--- src/rtl/serial_tx_arbiter.sv ---
// serial_tx_arbiter: round-robin arbiter that shares one framed serial TX line
// (start 0, N data bits LSB first, stop 1) between four requesters.
module serial_tx_arbiter #(
  parameter int unsigned N            = 8,
  parameter int unsigned CLKS_PER_BIT = 4
) (
  input  logic           clk,
  input  logic           reset_p,
  input  logic [3:0]     req,
  input  logic [4*N-1:0] data_flat,
  output logic [3:0]     gnt,
  output logic [3:0]     done,
  output logic           busy,
  output logic           tx
);

  localparam int unsigned NUM_REQ = 4;
  localparam int unsigned BIT_W   = $clog2(N + 1);
  localparam int unsigned TICK_W  = (CLKS_PER_BIT > 1) ? $clog2(CLKS_PER_BIT) : 1;

  typedef enum logic [1:0] {
    IDLE  = 2'd0,
    START = 2'd1,
    DATA  = 2'd2,
    STOP  = 2'd3
  } state_t;

  state_t            state;
  logic [1:0]        rr_ptr;
  logic [1:0]        cur_idx;
  logic [1:0]        win_idx;
  logic [1:0]        cand;
  logic              win_valid;
  logic [N-1:0]      sreg;
  logic [N-1:0]      win_data;
  logic [BIT_W-1:0]  bit_cnt;
  logic [TICK_W-1:0] tick;
  logic              tick_last;

  // Round-robin search: first asserted request at or above the pointer, wrapping.
  always_comb begin
    win_valid = 1'b0;
    win_idx   = rr_ptr;
    cand      = 2'd0;
    for (int k = NUM_REQ - 1; k >= 0; k--) begin
      cand = rr_ptr + 2'(k);
      if (req[cand]) begin
        win_valid = 1'b1;
        win_idx   = cand;
      end
    end
  end

  // Word of the current search winner, captured only at the grant edge.
  always_comb begin
    win_data = data_flat[int'(win_idx) * N +: N];
  end

  assign tick_last = (tick == TICK_W'(CLKS_PER_BIT - 1));

  // Frame sequencer; gnt/done default low so they pulse for a single cycle.
  always_ff @(posedge clk or posedge reset_p) begin
    if (reset_p) begin
      state   <= IDLE;
      rr_ptr  <= 2'd0;
      cur_idx <= 2'd0;
      sreg    <= '0;
      bit_cnt <= '0;
      tick    <= '0;
      gnt     <= 4'b0000;
      done    <= 4'b0000;
      busy    <= 1'b0;
      tx      <= 1'b1;
    end else begin
      gnt  <= 4'b0000;
      done <= 4'b0000;
      case (state)
        IDLE: begin
          tick    <= '0;
          bit_cnt <= '0;
          tx      <= 1'b1;
          if (win_valid) begin
            gnt     <= 4'b0001 << win_idx;
            cur_idx <= win_idx;
            sreg    <= win_data;
            busy    <= 1'b1;
            tx      <= 1'b0;
            state   <= START;
          end
        end
        START: begin
          if (tick_last) begin
            tick    <= '0;
            tx      <= sreg[0];
            sreg    <= sreg >> 1;
            bit_cnt <= '0;
            state   <= DATA;
          end else begin
            tick <= tick + TICK_W'(1);
          end
        end
        DATA: begin
          if (tick_last) begin
            tick <= '0;
            if (bit_cnt == BIT_W'(N - 1)) begin
              tx    <= 1'b1;
              state <= STOP;
            end else begin
              tx      <= sreg[0];
              sreg    <= sreg >> 1;
              bit_cnt <= bit_cnt + BIT_W'(1);
            end
          end else begin
            tick <= tick + TICK_W'(1);
          end
        end
        STOP: begin
          if (tick_last) begin
            tick   <= '0;
            busy   <= 1'b0;
            done   <= 4'b0001 << cur_idx;
            rr_ptr <= cur_idx + 2'd1;
            state  <= IDLE;
          end else begin
            tick <= tick + TICK_W'(1);
          end
        end
        default: begin
          state <= IDLE;
        end
      endcase
    end
  end

endmodule

--- config.mk ---
export PLATFORM = sky130hd
export DESIGN_NAME = serial_tx_arbiter
export DESIGN_NICKNAME = d
export VERILOG_FILES = /design/src/rtl/serial_tx_arbiter.sv
export SDC_FILE = /design/constraint.sdc
export NUM_CORES = 1
export LEC_CHECK = 0
export ABC_AREA = 1
export CAP_MARGIN = 20
export CORE_UTILIZATION = 40
export CTS_CLUSTER_DIAMETER = 150
export CTS_CLUSTER_SIZE = 40
export DETAILED_ROUTE_END_ITERATION = 10
export PLACE_DENSITY = 0.63
export SLEW_MARGIN = 10
export SYNTH_ARGS = -nofsm -noshare
export SYNTH_HDL_FRONTEND = slang
export SYNTH_SLANG_ARGS = --single-unit
--- constraint.sdc ---
create_clock -name clk -period 2.55 [get_ports clk]
set_input_delay 0.51 -clock clk [delete_from_list [all_inputs] [get_ports clk]]
set_output_delay 0.51 -clock clk [all_outputs]
set_load 0.1 [all_outputs]
After elaboration in Yosys (flattened, before gate mapping)
Cells that the tools add are included.
{ "totals": {"ff_bits": 30} }
{ "classes": {"add_sub_neg": 6, "n_lt_le_gt_ge": 4, "n_eq_ne": 11, "shift": 3, "muxes": 45, "n_reduce_logical": 11} }
{ "ops": {"columns": ["cell", "n"], "rows": [
  ["$mux 8", 4],
  ["$shiftx 32x6->8", 1],
  ["$mux 4", 7],
  ["$pmux 8 s3", 1],
  ["$mux 2", 10],
  ["$mux 1", 14],
  ["$lt 2x3->1 const B", 4],
  ["$ne 2x2->1 const B", 6],
  ["$pmux 4 s3", 1],
  ["$reduce_and 5->1", 2],
  ["$bmux 1 s2", 4],
  ["$pmux 2 s4", 1],
  ["$shl 1x2->4 const A", 2],
  ["$add 2x1->2 const B", 3],
  ["$eq 2x2->1 const B", 3],
  ["$reduce_and 3->1", 2],
  ["$add 2x2->2 const B", 2],
  ["$add 4x1->4 const B", 1],
  ["$eq 4x3->1 const B", 1],
  ["$pmux 2 s2", 1],
  ["$reduce_and 2->1", 2],
  ["$reduce_and 4->1", 1],
  ["$pmux 1 s3", 1],
  ["$reduce_bool 3->1", 1],
  ["5 further kinds", 5]
]} }

Logic depth before layout (Yosys ltp)
Gate-level depths: netlist of run 1.
{ "depth": {"ltp_word": 10, "mapped_depth": 18, "ltp_nobuf": 16} }

Least setup slack after synthesis of run 1
Ideal clock, no wire load.
{ "synth_path": {"path_type": "reg-to-reg", "startpoint": "register state[0]", "endpoint": "register sreg[2]", "setup_time_ns": 0.065, "t_arrival_ns": 1.713, "required_time_ns": 2.485, "slack_ns": 0.772, "stages_incl_launch_ff": 13, "path_cell_list": "dfrtp_1 inv_1 ha_1 nor2_1 nor2_1 nor2_1 nand2_1 inv_1 nand2_2 buf_6 nor2_1 nand2_1 nand2_1"} }
{ "synth_between": {"elab_chain_len": 3, "word_cells_on_any_way": 10} }
{ "synth_rtl": {"columns": ["element", "line", "text"], "rows": [
  ["start, declared", "28", "state_t state;"],
  ["start signal, assigned", "64", "state <= IDLE;"],
  ["start signal, assigned", "88", "state <= START;"],
  ["start signal, assigned", "97", "state <= DATA;"],
  ["$eq 2x2->1, or another cell as far along", "77", "case (state)"],
  ["$ne 2x2->1 (no line) or $reduce_bool 3->1 (tied branches)", null, null],
  ["$reduce_and 5->1 (no line)", null, null],
  ["end signal, assigned", "85", "sreg <= win_data;"],
  ["end signal, assigned", "95", "sreg <= sreg >> 1;"],
  ["end signal, assigned", "110", "sreg <= sreg >> 1;"],
  ["end, declared", "34", "logic [N-1:0] sreg;"]
]} }
Several ways; a longest one is shown, not always the timed one.
A chain may end at the register's enable or synchronous reset.

Final worst setup path of run 1
{ "layout_path": {"startpoint": "input req[1]", "endpoint": "register sreg[3]"} }
{ "layout_between": {"elab_chain_len": 9, "word_cells_on_any_way": 21} }
{ "layout_rtl": {"columns": ["element", "line", "text"], "rows": [
  ["start, declared", "9", "input logic [3:0] req,"],
  ["$bmux 1 s2", "47", "if (req[cand]) begin"],
  ["$mux 1 (not written as such)", "47", null],
  ["$mux 2 (4 in series)", "47", null],
  ["$shiftx 32x6->8", "56", "win_data = data_flat[int'(win_idx) * N +: N];"],
  ["$mux 8", "82", "if (win_valid) begin"],
  ["$pmux 8 s3", "77", null]
]} }
Several ways; a longest one is shown, not always the timed one. The select of a mux whose other input is x is not followed.

==> impl_results.md, run 1 <==
* FF-to-FF End: sreg[3]$_DFFE_PP0P_
* Pre-antenna DRT Iters at 4
* Hold Path Class: reg2reg
* FMAX at 465 MHz
* Worst hold path startpoint: tick[0]$_DFF_PP0_
* Vias at 1,876
* Setup TNS at 0 ps
* Post-route ant nets at 0
* Most common cell after layout, fill and taps aside: nand2_1
* Count of final setup violators at 0
* Pin count of the biggest net entering global routing at 26
* Worst r2r src: rr_ptr[0]$_DFFE_PP0P_
* Leakage power at 1.38 nW
* CTS resizes at 0
* Syn Nets at 328
* Htree depth at 2
* GRT Overall Usage at 18.7%
* Hold path depth at 1
* Maximum vdd drop at 0.000504 V
* I/O Pins at 48
* Crit path DAT at 2320 ps
* Post-CTS setup buffers at 0
* Internal power at 0.00169 W
* Hold_buf cts at 0
* Sw Ratio at 54.1%
* Port Buffer Count at 47
* Die ar. at 5420 µm²
* Area growth from synthesis to layout at 29.2%
* WHS Endpoint: tick[0]$_DFF_PP0_
* Ratio of cells with drive above 1 in the final layout at 16.2%
* Longest Clk Path Bufs at 2
* Clock network power share at 10.7%
* # DRC at 0
* Reg-to-reg setup timing slack at 450 ps
* Die Ht at 73.6 µm
* CTS tree: done
* Sequential share of power at 21.8%
* Site row count at 25
* Period utilization at 84.2%
* Status: complete, no violations
* R2R depth at 13
* Crit path kind: in2reg
* Final Hold Viols at 0
* Synthesized area at 2050 µm²
* Total core area at 4820 µm²
* Critical path peak fanout at 25
* Commonest cells after routing, fill and taps aside: nand2_1 (69), nor2_1 (43), clkdlybuf4s50_1 (37), inv_1 (35), dfrtp_1 (29)
* Avg WL per Cell at 11.3 µm
* Skew-Pair Late Insertion Delay at 280 ps
* First-pass GRT wire length at 7.71 mm
* FILL cells at 483
* Setup Skew at 4.06 ps
* Syn_area_per_cell at 7.35 µm²
* Cell Pwr Density at 1390 nW/µm²
* CP endpoint kind: flip-flop
* Initial antenna violation count at 0
* CP startpoint kind: primary input
* Vias per cell at 4.69
* Count of pins over their slew limit at 0
* Clock slew at reported path FFs at 60 ps
* Psw at 0.00199 W
* Initial core utilization at 42.6%
* Dpl ws at 115 ps
* Die Wd at 73.6 µm
* Rel. slew slack at 63.6%
* Root Buffer: clkbuf_8
* Initial DRC count at 88
* Worst path required time at 2720 ps
* Overflow after GRT at 0
* Sequential fraction of the synthesis area at 36.7%
* CTS sink count at 30
* Synth Instances at 279
* Post-synthesis register bit count at 30
* Final WL at 4.52 mm
* MaxCap Viol Count at 0
* Fin nets at 381
* Synth warn at 0
* Placer Congestion at 0.863
* Final min period at 2150 ps
* Vias in the first global route at 1,720
* Combinational Power Share at 67.5%
* Ant diodes at 0
* Setup ws final at 402 ps
* CTS buffer count at 5
* Cell variety after synth at 32
* Slew @ Worst Pin at 545 ps
* Final HPWL DP at 3.55 mm
* RSZ-0062 raised after global routing: false
power groups by stage:
stage	Sequential (W)	Clock (W)	Combinational [W]
global placement	0.000803	0	0.00245
floorplan	0.00103	0	0.00184
finish	0.000800	0.000394	0.00248
global route	0.000819	0.000427	0.00280
CTS	0.000798	0.000411	0.00250
detailed placement	0.000806	0	0.00249
synth_stat cells (all sizes together):
cell	count	area [µm²]
dfrtp	29	726
o221ai	1	8.76
buf	5	56.3
nor2	43	161
clkbuf	1	3.75
a211oi	1	7.51
o21a	1	7.51
o41ai	1	8.76
o211ai	3	37.5
xnor2	1	8.76
o21ai	11	55.1
a32o	1	10.0
ha	11	138
inv	41	159
nand3	23	125
a21oi	7	35.0
nand2	87	392
nand3b	1	7.51
nor3	4	25.0
a31oi	1	6.26
nand4	5	46.3
dfstp	1	26.3
state kept, by name, indices dropped and copies added, names as in the netlist:
name and flops:
tx 1, gnt 4, sreg 8, busy 1
tick 2, cur_idx 2, state 2, rr_ptr 2
done 4, bit_cnt 4
metrics by stage:
step           cells  cell area [µm²]  power (W)  util (%)  hold slack (ps)
2_1_floorplan    279             2050    0.00287         -              408
3_3_place_gp     392             2560    0.00326      53.1              425
3_5_place_dp     392             2560    0.00329      53.1              430
4_1_cts          400             2650    0.00371      55.0              441
5_1_grt          400             2650    0.00405      55.0              468
6_report         400             2650    0.00368      55.0              437
kinds of logic after synthesis:
family,after synthesis,synth area share [%]
AND/OR/NAND/NOR,163,36.9
buffers and inverters,47,10.7
adder cells (fa/ha/maj),11,6.71
XOR/XNOR,1,0.427
flip-flops,30,36.7
AO/OA/AOI/OAI,27,8.60
critical path, cell delays in order:
cell	delay (ps)
clkdlybuf4s50_1	490
inv_1	50
nand2_1	70
nand3_1	120
nand2_2	120
nand3_2	110
nand3_2	110
nand2_4	90
nand2_4	250
nand2_1	90
nand2_1	60
nor2_1	50
o21ai_1	140
nand2_1	60
cell type report:
cell class | instances | area (µm²) | share of cell area, %
sequential | 30 | 752 | 28.4
clock buffer | 7 | 86.3 | 3.26
multi-input combinational | 202 | 1080 | 40.8
inverter | 41 | 159 | 6.00
tap | 67 | 83.8 | 3.16
timing repair buffer | 52 | 483 | 18.2
clock inverter | 1 | 5.00 | 0.189
worst max-delay path by stage:
stage	cells past startpoint	from	endpoint	slack, ps
2_1_floorplan	12	state[0]$_DFFE_PP0P_	sreg[2]$_DFFE_PP0P_	770
6_report	14	req[1]	sreg[3]$_DFFE_PP0P_	400
3_3_place_gp	15	req[1]	sreg[7]$_DFFE_PP0P_	160
3_5_place_dp	15	req[1]	sreg[7]$_DFFE_PP0P_	120
4_1_cts	15	req[1]	sreg[7]$_DFFE_PP0P_	410
5_1_grt	14	req[1]	sreg[3]$_DFFE_PP0P_	180
per-layer routing:
layer	vias up	wire length, µm	track usage (%)
met2	63	2000	29.8
met4	0	48	5.77
met5	-	0	0
met1	822	2170	24.8
li1	985	-	-
met3	6	295	4.66
(Power assumes the default switching activity.)
==> inputs of run 2 (changes only) <==
PLACE_DENSITY = 0.66   (was 0.63)
clock period = 1.9 ns   (was 2.55 ns; I/O delays follow)
==> run 2 against run 1 <==
Net effect:
- the run now ends with negative setup slack left
- register-to-register slack worse by 500 ps
- critical path depth is 2 higher
- wire length is 11% higher
- combinational power is 79% higher
- non-clock buffer count is 28 higher
- critical path type unchanged
- largest cell class unchanged
- largest power group unchanged
==> impl_results.md, run 2 (synthesis gave the netlist of run 1 again) <==
* Worst path required time at 2070 ps (-650 ps)
* Final HPWL DP at 3.65 mm (+2.9%)
* # DRC at 0 (unchanged)
* FF-to-FF End: sreg[2]$_DFFE_PP0P_
* Reg with most FFs: sreg
* Cell Pwr Density at 1970 nW/µm² (+42%)
* Htree depth at 2 (unchanged)
* Die Ht at 73.6 µm (unchanged)
* RSZ-0062 raised after global routing: true
* Count of pins over their slew limit at 0 (unchanged)
* Maximum vdd drop at 0.000847 V (+68%)
* Hold path depth at 1 (unchanged)
* CTS tree: done
* Overflow after GRT at 0 (unchanged)
* Period utilization at 104%
* Status: complete, but fails checks
* Failing checks: negative setup slack
* Skew-Pair Late Insertion Delay at 280 ps (about the same)
* Critical path peak fanout at 6 (-76%)
* GRT Overall Usage at 19.8% (+1.1 points)
* Psw at 0.00305 W (+53%)
* Crit path kind: in2reg
* Hold Path Class: reg2reg
* Dpl ws at -333 ps (-449 ps)
* Number of flip-flops under the largest register name at 8 (unchanged)
* Clock slew at reported path FFs at 60 ps (about the same)
* Most common cell after layout, fill and taps aside: nand2_1
* Leakage power at 1.60 nW (+16%)
* CP startpoint kind: primary input
* Final Hold Viols at 0 (unchanged)
* Clock network power share at 8.6% (-2.1 points)
* Cell area after placement at 2750 µm² (+7.4%)
* Worst hold path startpoint: tick[0]$_DFF_PP0_
* Initial antenna violation count at 0 (unchanged)
* Final WL at 5.01 mm (+11%)
* Die ar. at 5420 µm² (unchanged)
* MaxCap Viol Count at 0 (unchanged)
* Area growth from synthesis to layout at 49.3%
* Site row count at 25 (unchanged)
* Vias at 2,010 (+7.1%)
* Initial DRC count at 88 (unchanged)
* Final min period at 1980 ps
* Pre-antenna DRT Iters at 4 (unchanged)
* Vias in the first global route at 1,950 (+13%)
* CTS sink count at 30 (unchanged)
* Sw Ratio at 50.4% (-3.7 points)
* Crit path DAT at 2150 ps (-170 ps)
* Placer Congestion at 0.850 (-1.6%)
* FILL cells at 429 (-11%)
* Final hold slack at 439 ps (+2.05 ps)
* Sequential share of power at 17.8% (-4.0 points)
* Root Buffer: clkbuf_8
* CTS buffer count at 5 (unchanged)
* Slew @ Worst Pin at 393 ps (-152 ps)
* CP endpoint kind: flip-flop
* Count of final setup violators at 9 (+9)
* Rel. slew slack at 73.8% (+10 points)
* Ratio of cells with drive above 1 in the final layout at 28.1% (+12 points)
* Total core area at 4820 µm² (unchanged)
* Post-route ant nets at 0 (unchanged)
* Fin nets at 411 (+7.9%)
* Combinational Power Share at 73.6% (+6.1 points)
* First-pass GRT wire length at 8.26 mm (+7.1%)
* Initial core utilization at 42.6% (unchanged)
* I/O Pins at 48 (unchanged)
* Vias per cell at 4.67 (-0.33%)
* Commonest cells after routing, fill and taps aside: nand2_1 (64), nor2_1 (42), buf_4 (37), inv_1 (35), clkdlybuf4s50_1 (35)
* Reg-to-reg setup timing slack at -50 ps (-500 ps)
* Setup Skew at 6.12 ps (+2.06 ps)
* Longest Clk Path Bufs at 2 (unchanged)
* WHS Endpoint: tick[0]$_DFF_PP0_
* Pin count of the biggest net entering global routing at 31 (+19%)
* Post-route cell area at 3060 µm² (+16%)
* Internal power at 0.00300 W (+78%)
* Ant diodes at 0 (unchanged)
* R2R depth at 14 (+1)
* Worst r2r src: rr_ptr[0]$_DFFE_PP0P_
* Setup ws final at -82.2 ps (-484 ps)
* Die Wd at 73.6 µm (unchanged)
* Port Buffer Count at 47 (unchanged)
* FMAX at 504 MHz
* Avg WL per Cell at 11.6 µm (+3.1%)
## run 2: changes by cell type in the layout (fill, tap and decap cells not counted), moves of 4 or more
| cell | change |
|---|---|
| nand3_1 | -8 |
| nand3_2 | +6 |
| nand2_1 | -5 |
| buf_12 | +4 |
| nand2_4 | +6 |
| buf_4 | +22 |
## run 2: per-layer routing
metal / global-route usage [%] / up-vias / part of all wire [%] / wire length (µm)
li1: - / 1041 / - / -
met1: 24.3 / 907 / 46 / 2320
met2: 34.0 / 56 / 48 / 2390
met3: 4.53 / 6 / 4.7 / 235
met4: 6.62 / 0 / 1.3 / 64
met5: 0 / - / 0 / 0
## run 2: layout make-up
| cell class | instances | area [µm²] | area share (%) |
|---|---|---|---|
| multi-input combinational | 204 | 1220 | 39.8 |
| timing repair buffer | 80 | 756 | 24.7 |
| sequential | 30 | 753 | 24.6 |
| inverter | 41 | 159 | 5.19 |
| clock buffer | 7 | 86.3 | 2.82 |
| tap | 67 | 83.8 | 2.74 |
| clock inverter | 1 | 5.00 | 0.163 |
## run 2: worst max-delay path, cell delays in order
cell and delay (ps):
clkdlybuf4s50_1 490, nand2_1 80, nand2_2 110, nand2_1 80, nand2_2 80, inv_2 40, nand2_4 80, nand3_2 90
nand2_4 170, nand2_8 80, nand3_2 60, nand2_1 50, nor2_1 140, nand2_1 80, nand2_1 70, nand2_1 50
## run 2: worst max-delay path by stage
stage                         start  cells past startpoint                  end
3_5_place_dp                 req[1]                     14  sreg[1]$_DFFE_PP0P_
6_report                     req[2]                     16  sreg[2]$_DFFE_PP0P_
3_3_place_gp                 req[1]                     14  sreg[1]$_DFFE_PP0P_
5_1_grt                      req[2]                     16  sreg[2]$_DFFE_PP0P_
2_1_floorplan  state[0]$_DFFE_PP0P_                     12  sreg[2]$_DFFE_PP0P_
4_1_cts                      req[3]                     14  sreg[5]$_DFFE_PP0P_
## run 2: timing repair
action	CTS	global route
setup endpoints to repair	7	13
gates resized for setup	2	29
pin swaps	0	9
buffers inserted	0	6
gates cloned	0	2
hold buffers	0	0
## run 2: power groups by stage
stage / sequential [W] / combinational, W / clock, W
5_1_grt: 0.00111 / 0.00493 / 0.000561
3_5_place_dp: 0.00108 / 0.00385 / 0
2_1_floorplan: 0.00138 / 0.00247 / 0
4_1_cts: 0.00108 / 0.00390 / 0.000537
6_report: 0.00108 / 0.00445 / 0.000518
3_3_place_gp: 0.00108 / 0.00379 / 0
## run 2: metrics by stage
step / setup TNS [ps] / utilization [%] / instances / total power (W)
2_1_floorplan: 0 / - / 279 / 0.00385
3_3_place_gp: -3570 / 57.0 / 414 / 0.00487
3_5_place_dp: -3960 / 57.0 / 414 / 0.00493
4_1_cts: 0 / 59.1 / 422 / 0.00552
5_1_grt: -1840 / 63.6 / 430 / 0.00660
6_report: -362 / 63.6 / 430 / 0.00604
